`src/rtl/iob_uart_tx_arbiter.sv`:
```
// Round-robin arbiter sharing one uart_core transmitter among N_REQ byte-stream requesters.
// A granted requester keeps the transmitter until a last-flagged byte or MAX_BURST bytes.
module iob_uart_tx_arbiter #(
    parameter int N_REQ     = 4,
    parameter int DATA_W    = 8,
    parameter int MAX_BURST = 16,
    parameter int HOLDOFF   = 2
) (
    input  logic                    clk_i,
    input  logic                    arst_n_i,
    input  logic                    cke_i,
    input  logic                    soft_rst_i,
    input  logic                    en_i,
    input  logic [N_REQ-1:0]        req_valid_i,
    input  logic [N_REQ*DATA_W-1:0] req_data_i,
    input  logic [N_REQ-1:0]        req_last_i,
    output logic [N_REQ-1:0]        req_ready_o,
    output logic [N_REQ-1:0]        grant_o,
    output logic                    busy_o,
    input  logic                    tx_ready_i,
    output logic [DATA_W-1:0]       tx_data_o,
    output logic                    tx_wen_o
);

    localparam int PTR_W = (N_REQ > 1) ? $clog2(N_REQ) : 1;
    localparam int CNT_W = $clog2(MAX_BURST + 2);
    localparam int HLD_W = $clog2(HOLDOFF + 1);

    typedef enum logic [1:0] {S_IDLE, S_LOCK, S_HOLD} state_t;

    state_t              r_state, w_state;
    logic [PTR_W-1:0]    r_ptr, w_ptr;
    logic [PTR_W-1:0]    r_owner, w_owner;
    logic [N_REQ-1:0]    r_grant, w_grant;
    logic [CNT_W-1:0]    r_cnt, w_cnt;
    logic                r_release, w_release;
    logic [HLD_W-1:0]    r_hold, w_hold;
    logic [DATA_W-1:0]   r_tx_data, w_tx_data;
    logic                r_tx_wen, w_tx_wen;

    logic                w_found;
    logic [PTR_W-1:0]    w_pick;
    logic                w_xfer;
    logic                w_burst_end;
    logic [DATA_W-1:0]   w_owner_data;

    // Scan ptr, ptr+1, ... wrapping, and take the first valid requester.
    always_comb begin
        w_found = 1'b0;
        w_pick  = '0;
        for (int i = 0; i < N_REQ; i++) begin
            if (!w_found && req_valid_i[(int'(r_ptr) + i) % N_REQ]) begin
                w_found = 1'b1;
                w_pick  = PTR_W'((int'(r_ptr) + i) % N_REQ);
            end
        end
    end

    assign w_owner_data = req_data_i[r_owner*DATA_W +: DATA_W];
    assign w_xfer       = (r_state == S_LOCK) && en_i && tx_ready_i && req_valid_i[r_owner];
    assign w_burst_end  = (MAX_BURST != 0) && (int'(r_cnt) + 1 == MAX_BURST);

    always_comb begin
        w_state   = r_state;
        w_ptr     = r_ptr;
        w_owner   = r_owner;
        w_grant   = r_grant;
        w_cnt     = r_cnt;
        w_release = r_release;
        w_hold    = r_hold;
        w_tx_data = r_tx_data;
        w_tx_wen  = 1'b0;
        case (r_state)
            S_IDLE: begin
                if (en_i && w_found) begin
                    w_state = S_LOCK;
                    w_owner = w_pick;
                    w_grant = {{(N_REQ-1){1'b0}}, 1'b1} << w_pick;
                    w_cnt   = '0;
                end
            end
            S_LOCK: begin
                if (w_xfer) begin
                    w_tx_data = w_owner_data;
                    w_tx_wen  = 1'b1;
                    w_cnt     = r_cnt + 1'b1;
                    w_release = req_last_i[r_owner] | w_burst_end;
                    w_hold    = HLD_W'(HOLDOFF);
                    w_state   = S_HOLD;
                end
            end
            S_HOLD: begin
                // Core ready is stale for HOLDOFF cycles after the write pulse.
                if (r_hold != '0) begin
                    w_hold = r_hold - 1'b1;
                end else if (tx_ready_i) begin
                    if (r_release) begin
                        w_state = S_IDLE;
                        w_grant = '0;
                        w_ptr   = (r_owner == PTR_W'(N_REQ-1)) ? '0 : r_owner + 1'b1;
                    end else begin
                        w_state = S_LOCK;
                    end
                end
            end
            default: w_state = S_IDLE;
        endcase
    end

    always_ff @(posedge clk_i or negedge arst_n_i) begin
        if (!arst_n_i) begin
            r_state   <= S_IDLE;
            r_ptr     <= '0;
            r_owner   <= '0;
            r_grant   <= '0;
            r_cnt     <= '0;
            r_release <= 1'b0;
            r_hold    <= '0;
            r_tx_data <= '0;
            r_tx_wen  <= 1'b0;
        end else if (cke_i) begin
            if (soft_rst_i) begin
                r_state   <= S_IDLE;
                r_ptr     <= '0;
                r_owner   <= '0;
                r_grant   <= '0;
                r_cnt     <= '0;
                r_release <= 1'b0;
                r_hold    <= '0;
                r_tx_data <= '0;
                r_tx_wen  <= 1'b0;
            end else begin
                r_state   <= w_state;
                r_ptr     <= w_ptr;
                r_owner   <= w_owner;
                r_grant   <= w_grant;
                r_cnt     <= w_cnt;
                r_release <= w_release;
                r_hold    <= w_hold;
                r_tx_data <= w_tx_data;
                r_tx_wen  <= w_tx_wen;
            end
        end
    end

    assign req_ready_o = (r_state == S_LOCK && en_i && tx_ready_i) ? r_grant : '0;
    assign grant_o     = r_grant;
    assign busy_o      = (r_state != S_IDLE);
    assign tx_data_o   = r_tx_data;
    assign tx_wen_o    = r_tx_wen;

endmodule
```
`config.mk`:
```
export PLATFORM = sky130hd
export DESIGN_NAME = iob_uart_tx_arbiter
export DESIGN_NICKNAME = d
export VERILOG_FILES = /design/src/rtl/iob_uart_tx_arbiter.sv
export SDC_FILE = /design/constraint.sdc
export NUM_CORES = 1
export LEC_CHECK = 0
export ABC_CLOCK_PERIOD_IN_PS = 2300
export CORE_MARGIN = 1
export CORE_UTILIZATION = 36
export DETAILED_ROUTE_END_ITERATION = 8
export PLACE_DENSITY = 0.78
export SYNTH_ARGS = -nofsm -noshare
export SYNTH_HDL_FRONTEND = slang
export SYNTH_SLANG_ARGS = --single-unit
```
`constraint.sdc`:
```
create_clock -name clk_i -period 2.3 [get_ports clk_i]
set_input_delay 0.23 -clock clk_i [delete_from_list [all_inputs] [get_ports clk_i]]
set_output_delay 0.23 -clock clk_i [all_outputs]
set_load 0.005 [all_outputs]
```
Word-level counts from Yosys, hierarchy flattened
Index checks and enable logic that the tools add are counted.
{"block": "word_totals", "output_inout_bits": 18, "ff_bits": 27, "wordCells": 133, "in_bits": 46}
{"block": "op_classes", "bitwise": 4, "n_eq_ne": 11, "add_sub_neg": 7, "muxes": 62, "n_lt_le_gt_ge": 5, "shifts": 2, "n_reduce_logical": 33}
{"operator": "2-bit 2-to-1 mux", "n": 20}
{"operator": "32-bit by 6-bit variable part select with 8-bit output", "n": 1}
{"operator": "4-bit 2-to-1 mux", "n": 6}
{"operator": "8-bit 2-to-1 mux", "n": 3}
{"operator": "1-bit 2-to-1 mux", "n": 20}
{"operator": "3-bit != test (second input constant)", "n": 6}
{"operator": "2-bit nonzero test", "n": 9}
{"operator": "5-bit 2-to-1 mux", "n": 3}
{"operator": "1-bit binary-select mux with 2-bit select", "n": 6}
{"operator": "3-bit by 4-bit less-than comparator with 1-bit output (second input constant)", "n": 3}
{"operator": "5-bit case mux with 2 select lines", "n": 1}
{"operator": "5-bit AND reduction", "n": 2}
{"operator": "3-bit nonzero test", "n": 3}
{"operator": "4-bit case mux with 2 select lines", "n": 1}
{"operator": "4-bit AND reduction", "n": 2}
{"operator": "1-bit logical AND", "n": 7}
{"operator": "5-bit by 1-bit adder with 6-bit output (second input constant)", "n": 1}
{"operator": "6-bit by 5-bit == test with 1-bit output (second input constant)", "n": 1}
{"operator": "2-bit by 3-bit less-than comparator with 1-bit output (second input constant)", "n": 2}
{"operator": "2-bit case mux with 3 select lines", "n": 1}
{"operator": "3-bit AND reduction", "n": 2}
{"operator": "6-bit AND reduction", "n": 1}
{"operator": "2-bit OR reduction", "n": 3}
{"operator": "5-bit by 1-bit adder with 5-bit output (second input constant)", "n": 1}
{"operator": "other kinds (12)", "n": 19}

Longest topological paths before layout
Gate-level depths: netlist of run 1.
{"block": "logic_depth", "ltp_word": 18, "ltp_mapped": 6, "ltp_nobuf": 6}

Worst setup path before layout of run 1
Ideal clock, no wire load.
{"block": "synth_timing", "kind": "register to register", "from": "register r_owner[0]", "to": "register r_state[1]", "path_stages_with_launch": 7, "setup_slack_ns": 0.587, "period_less_slack_ns": 1.713, "setup_time_ns": 0.132, "required_ns": 2.168, "arrival_ns": 1.581, "n_path_buf": 2, "path_cell_list": "dfrtp_1 -> mux4_2 -> and2_1 -> buf_2 -> buf_4 -> nand2_1 -> o21ai_0"}
{"block": "synth_between", "elab_chain_len": 5}
{"element": "from (decl)", "line": "33", "text": "logic [PTR_W-1:0] r_owner, w_owner;"}
{"element": "from (signal assigned)", "line": "135", "text": "r_owner <= w_owner;"}
{"element": "1-bit binary-select mux with 2-bit select", "line": "60", "text": "assign w_xfer = (r_state == S_LOCK) && en_i && tx_ready_i && req_valid_i[r_owner];"}
{"element": "1-bit 2-to-1 mux (implied by the code)", "line": "60"}
{"element": "1-bit logical AND", "line": "60"}
{"element": "3-bit != test (no line)"}
{"element": "5-bit AND reduction (no line)"}
{"element": "to (signal assigned)", "line": "133", "text": "r_state <= w_state;"}
{"element": "to (decl)", "line": "31", "text": "state_t r_state, w_state;"}
No other way between the ends. The select of a mux whose other input is x is not followed.
A chain may end at the register's enable or synchronous reset.

Worst setup path in the final report of run 1
{"block": "layout_timing", "from": "register r_state[1]", "to": "output req_ready_o[3]"}
{"block": "layout_between", "elab_chain_len": 4}
{"element": "2-bit by 1-bit == test with 1-bit output", "line": "146", "text": "assign req_ready_o = (r_state == S_LOCK && en_i && tx_ready_i) ? r_grant : '0;"}
{"element": "1-bit logical AND (2 in series)", "line": "146"}
{"element": "4-bit 2-to-1 mux", "line": "146"}
{"element": "to (decl)", "line": "17", "text": "output logic [N_REQ-1:0] req_ready_o,"}
No other way between the ends.

==> impl_metrics.tcl, run 1 <==
set metrics [dict create \
    status "finished clean" \
    synth_mux_area_share_pct 15.75 \
    hold_path.class "input port to asynchronous set/reset pin" \
    drive_gt1_share_pct 10.71 \
    io_buffers 63 \
    fin_tns_setup_ns 0 \
    synth_adder_area_share_pct 1.376 \
    power_frac_clock_pct 18.1 \
    worstSetupPathType "flop to output pin" \
    grt_pass1_vias 1688 \
    regArea_um2 675.6 \
    finalSetupViolations 0 \
    switchingPower_mw 0.4815 \
    synth-seq-cells 27 \
    syn-cell-area_um2 1819 \
    grt_first_pass_wirelength_mm 7.624 \
    syn2layout_area_growth_pct 43.81 \
    yosys.area_share.simple_pct 18.84 \
    final_nets 301 \
    synth_top_family_by_area "compound AO/OA/AOI/OAI gates" \
    period_share_pct 88.21 \
    synth_cells 183 \
    required_ns 2.07 \
    rows 25 \
    path_max_fanout 8 \
    fmax_mhz 492.9 \
    ys_types 48 \
    ant_nets 0 \
    firstDrtPassIters 4 \
    clkTransAtPathRegs_ns 0.09 \
    max_slew_margin_pct 58.37 \
    drc 0 \
    synth_edf_count 0 \
    rsz0062_at_grt "no" \
    startpoint_type "flop" \
    crit_arrival_ns 1.80 \
    layout_setup_ws_ns 0.2712 \
    maxCapViolations 0 \
    syn_avg_cell_area_um2 9.941 \
    ys_top_cells_by_count "dfrtp_1 (27), inv_1 (14), nand2_1 (14)" \
    synth-xor-area-share_pct 0.4814 \
    drt_iter0_drc 121 \
    pre_cts_ws_ns 0.1303 \
    ir_drop_v 0.0003125 \
    synth.most_common_cell "dfrtp_1" \
    avgViaCountPerCell 5.539 \
    overflow 0 \
    hold_buffers 0 \
    synth_top_area_share_pct 37.14 \
    synth_top_area_cell "dfrtp_1" \
    cts_tree "done" \
    start_util_pct 38.01 \
    dieArea_um2 5341 \
    track_usage_pct 18.64 \
    boundaryPins 64 \
    power_frac_seq_pct 41.5 \
    post_cts_buffers 0 \
    ys_async_sr_fraction_pct 100.0 \
    wl_mm 4.705 \
    crit_path_top_delay_cell "clkdlybuf4s50_1" \
    yosysSeqAreaShare_pct 37.14 \
    cts.path.max_buffers 2 \
    synth.area.top_cells "dfrtp_1 (37%), mux4_2 (9.9%), o311ai_1 (3.9%), o21ai_0 (3.0%), inv_1 (2.9%)" \
    num-fill-cells 427 \
    antenna_found_initial 0 \
    die_h_um 73.09 \
    cp_top_family "simple AND/OR/NAND/NOR gates" \
    cellLeakagePower_nw 1.027 \
    yosysWarnings 0 \
    die_w_um 73.09 \
    fin_skew_ns 0.001275 \
    antenna_cells 0 \
    worst_pin_slew_ns 0.6244 \
    coreArea_um2 4786 \
    cp_num_buf_inv 1 \
    grt_max_degree 28 \
    synth-compound-area-share_pct 21.25 \
    cts-resized-gates 0 \
    switching_share_pct 31.93 \
    pwr-share-comb_pct 40.4 \
    cts_made_buffers 3 \
    final_hold_viol_count 0 \
    cts.sinks 27 \
    intPower_mw 1.026 \
    synth.net_count 231 \
    clockRootBuffer "clkbuf_8" \
    path_cells "and4b_2 -> and2_1 -> clkdlybuf4s50_1" \
    pwr_density_cell_nw_per_um2 576.3 \
    cp-end-kind "output pin" \
    clk_latency_ns 0.27 \
    htreeDepth 1 \
    gp_congestion 0.9180 \
    multiInputGateArea_um2 1050 \
    period_minus_slack_ns 2.029 \
    route.vias.total 1767 \
    dp_hpwl_mm 3.719 \
    report.final.slew_viol_count 0 \
    max_stage_delay_ns 0.49 \
    synth-main-ff-cell "dfrtp_1" \
    routedWlPerCell_um 14.75 \
]
## metal layers
metal | vias up | track usage, % | routed length, um
met5 | - | 0 | 0
met2 | 53 | 32.10 | 2442
li1 | 840 | - | -
met4 | 0 | 6.972 | 69
met3 | 8 | 3.177 | 204
met1 | 866 | 23.33 | 1988
## state kept, by name, summed over array words and instances (netlist names)
signal / cells
r_ptr: 2
tx_wen_o: 1
r_owner: 2
r_state: 2
r_cnt: 5
grant_o: 4
r_hold: 2
tx_data_o: 8
r_release: 1
## cells by family (layout without fill, tap and decap cells)
| logic type | Yosys count | in the layout |
|---|---|---|
| AOI/OAI and AO/OA | 52 | 52 |
| xor gates and xnor gates | 1 | 1 |
| adders and majority gates | 2 | 2 |
| buffers and inverters | 23 | 92 |
| DFF | 27 | 27 |
| muxes | 15 | 15 |
| and+or+nand+nor | 63 | 63 |
## final timing paths
| kind | startpoint | to | slack, ns | depth (start not counted) |
|---|---|---|---|---|
| max in group asynchronous | arst_n_i | r_cnt[1]$_DFFE_PN0P_ | 1.72 | 2 |
| hold reg to reg | r_hold[1]$_DFFE_PN0P_ | r_hold[1]$_DFFE_PN0P_ | 0.50 | 1 |
| setup reg to reg | r_state[1]$_DFFE_PN0P_ | r_release$_DFFE_PN0P_ | 0.38 | 4 |
| hold / removal | arst_n_i | r_ptr[1]$_DFFE_PN0P_ | 0.32 | 2 |
| setup / recovery | r_state[1]$_DFFE_PN0P_ | req_ready_o[3] | 0.27 | 3 |
| min in group clk_i | r_hold[1]$_DFFE_PN0P_ | r_hold[1]$_DFFE_PN0P_ | 0.50 | 1 |
## worst register-to-register path: stages (launching register included)
cell and delay (ns):
dfrtp_1 0.48, and4b_2 0.40, and2_1 0.56, o22ai_1 0.17
a31o_1 0.21
## cell usage in the layout, fill, tap and decap left out, types with 2 or more instances in the layout
master and n:
clkdlybuf4s50_1 63, dfrtp_1 27, inv_1 14, nand2_1 14, o21ai_0 11, nand3_1 10
buf_4 10, mux4_2 8, nor2_1 8, o311ai_1 8, and2_1 7, o31ai_1 7
nand2b_1 6, o21ai_1 5, a31o_1 3, and3_1 3, mux2_1 3, clkbuf_8 3
or2_1 2, o41ai_1 2, nor2b_1 2, a211oi_1 2, a32o_1 2, mux2i_1 2
a21oi_1 2, nor4_1 2, a221o_1 2, mux4_1 2, nor3_1 2, ha_1 2
## through the flow
step | std cells | total power, mW | hold slack [ns] | area [um^2] | utilization [%]
after floorplan | 183 | 0.9345 | -0.06559 | 1819 | -
after global placement | 315 | 1.226 | 0.4705 | 2571 | 53.73
after detailed placement | 315 | 1.244 | 0.4773 | 2571 | 53.73
after CTS | 319 | 1.516 | 0.3291 | 2616 | 54.67
after global routing | 319 | 1.601 | 0.3585 | 2616 | 54.67
final | 319 | 1.508 | 0.3180 | 2616 | 54.67
## cell type report
cell class                      count  share of cell area, %
Timing Repair Buffer               73                  26.97
Tap cell                           67                  3.204
Inverter                           15                  2.152
Multi-Input combinational cell    133                  40.12
Clock buffer                        4                  1.722
Sequential cell                    27                  25.82
## power groups by stage
| stage | registers, mW | clock network [mW] | logic [mW] |
|---|---|---|---|
| 2_1_floorplan | 0.623 | 0 | 0.311 |
| 3_3_place_gp | 0.634 | 0 | 0.592 |
| 3_5_place_dp | 0.632 | 0 | 0.612 |
| 4_1_cts | 0.625 | 0.279 | 0.612 |
| 5_1_grt | 0.637 | 0.297 | 0.667 |
| 6_report | 0.626 | 0.273 | 0.609 |
Power figures use the tool's default switching activity.
==> run 2: changes to the inputs <==
--- a/config.mk
+++ b/config.mk
@@ -8,6 +8,7 @@
 export ABC_CLOCK_PERIOD_IN_PS = 2300
 export CORE_MARGIN = 1
 export CORE_UTILIZATION = 36
+export CTS_CLUSTER_DIAMETER = 100
 export DETAILED_ROUTE_END_ITERATION = 8
 export PLACE_DENSITY = 0.78
 export SYNTH_ARGS = -nofsm -noshare
==> results of run 2 <==
Final layout, timing and power as in run 1 (identical DEF).
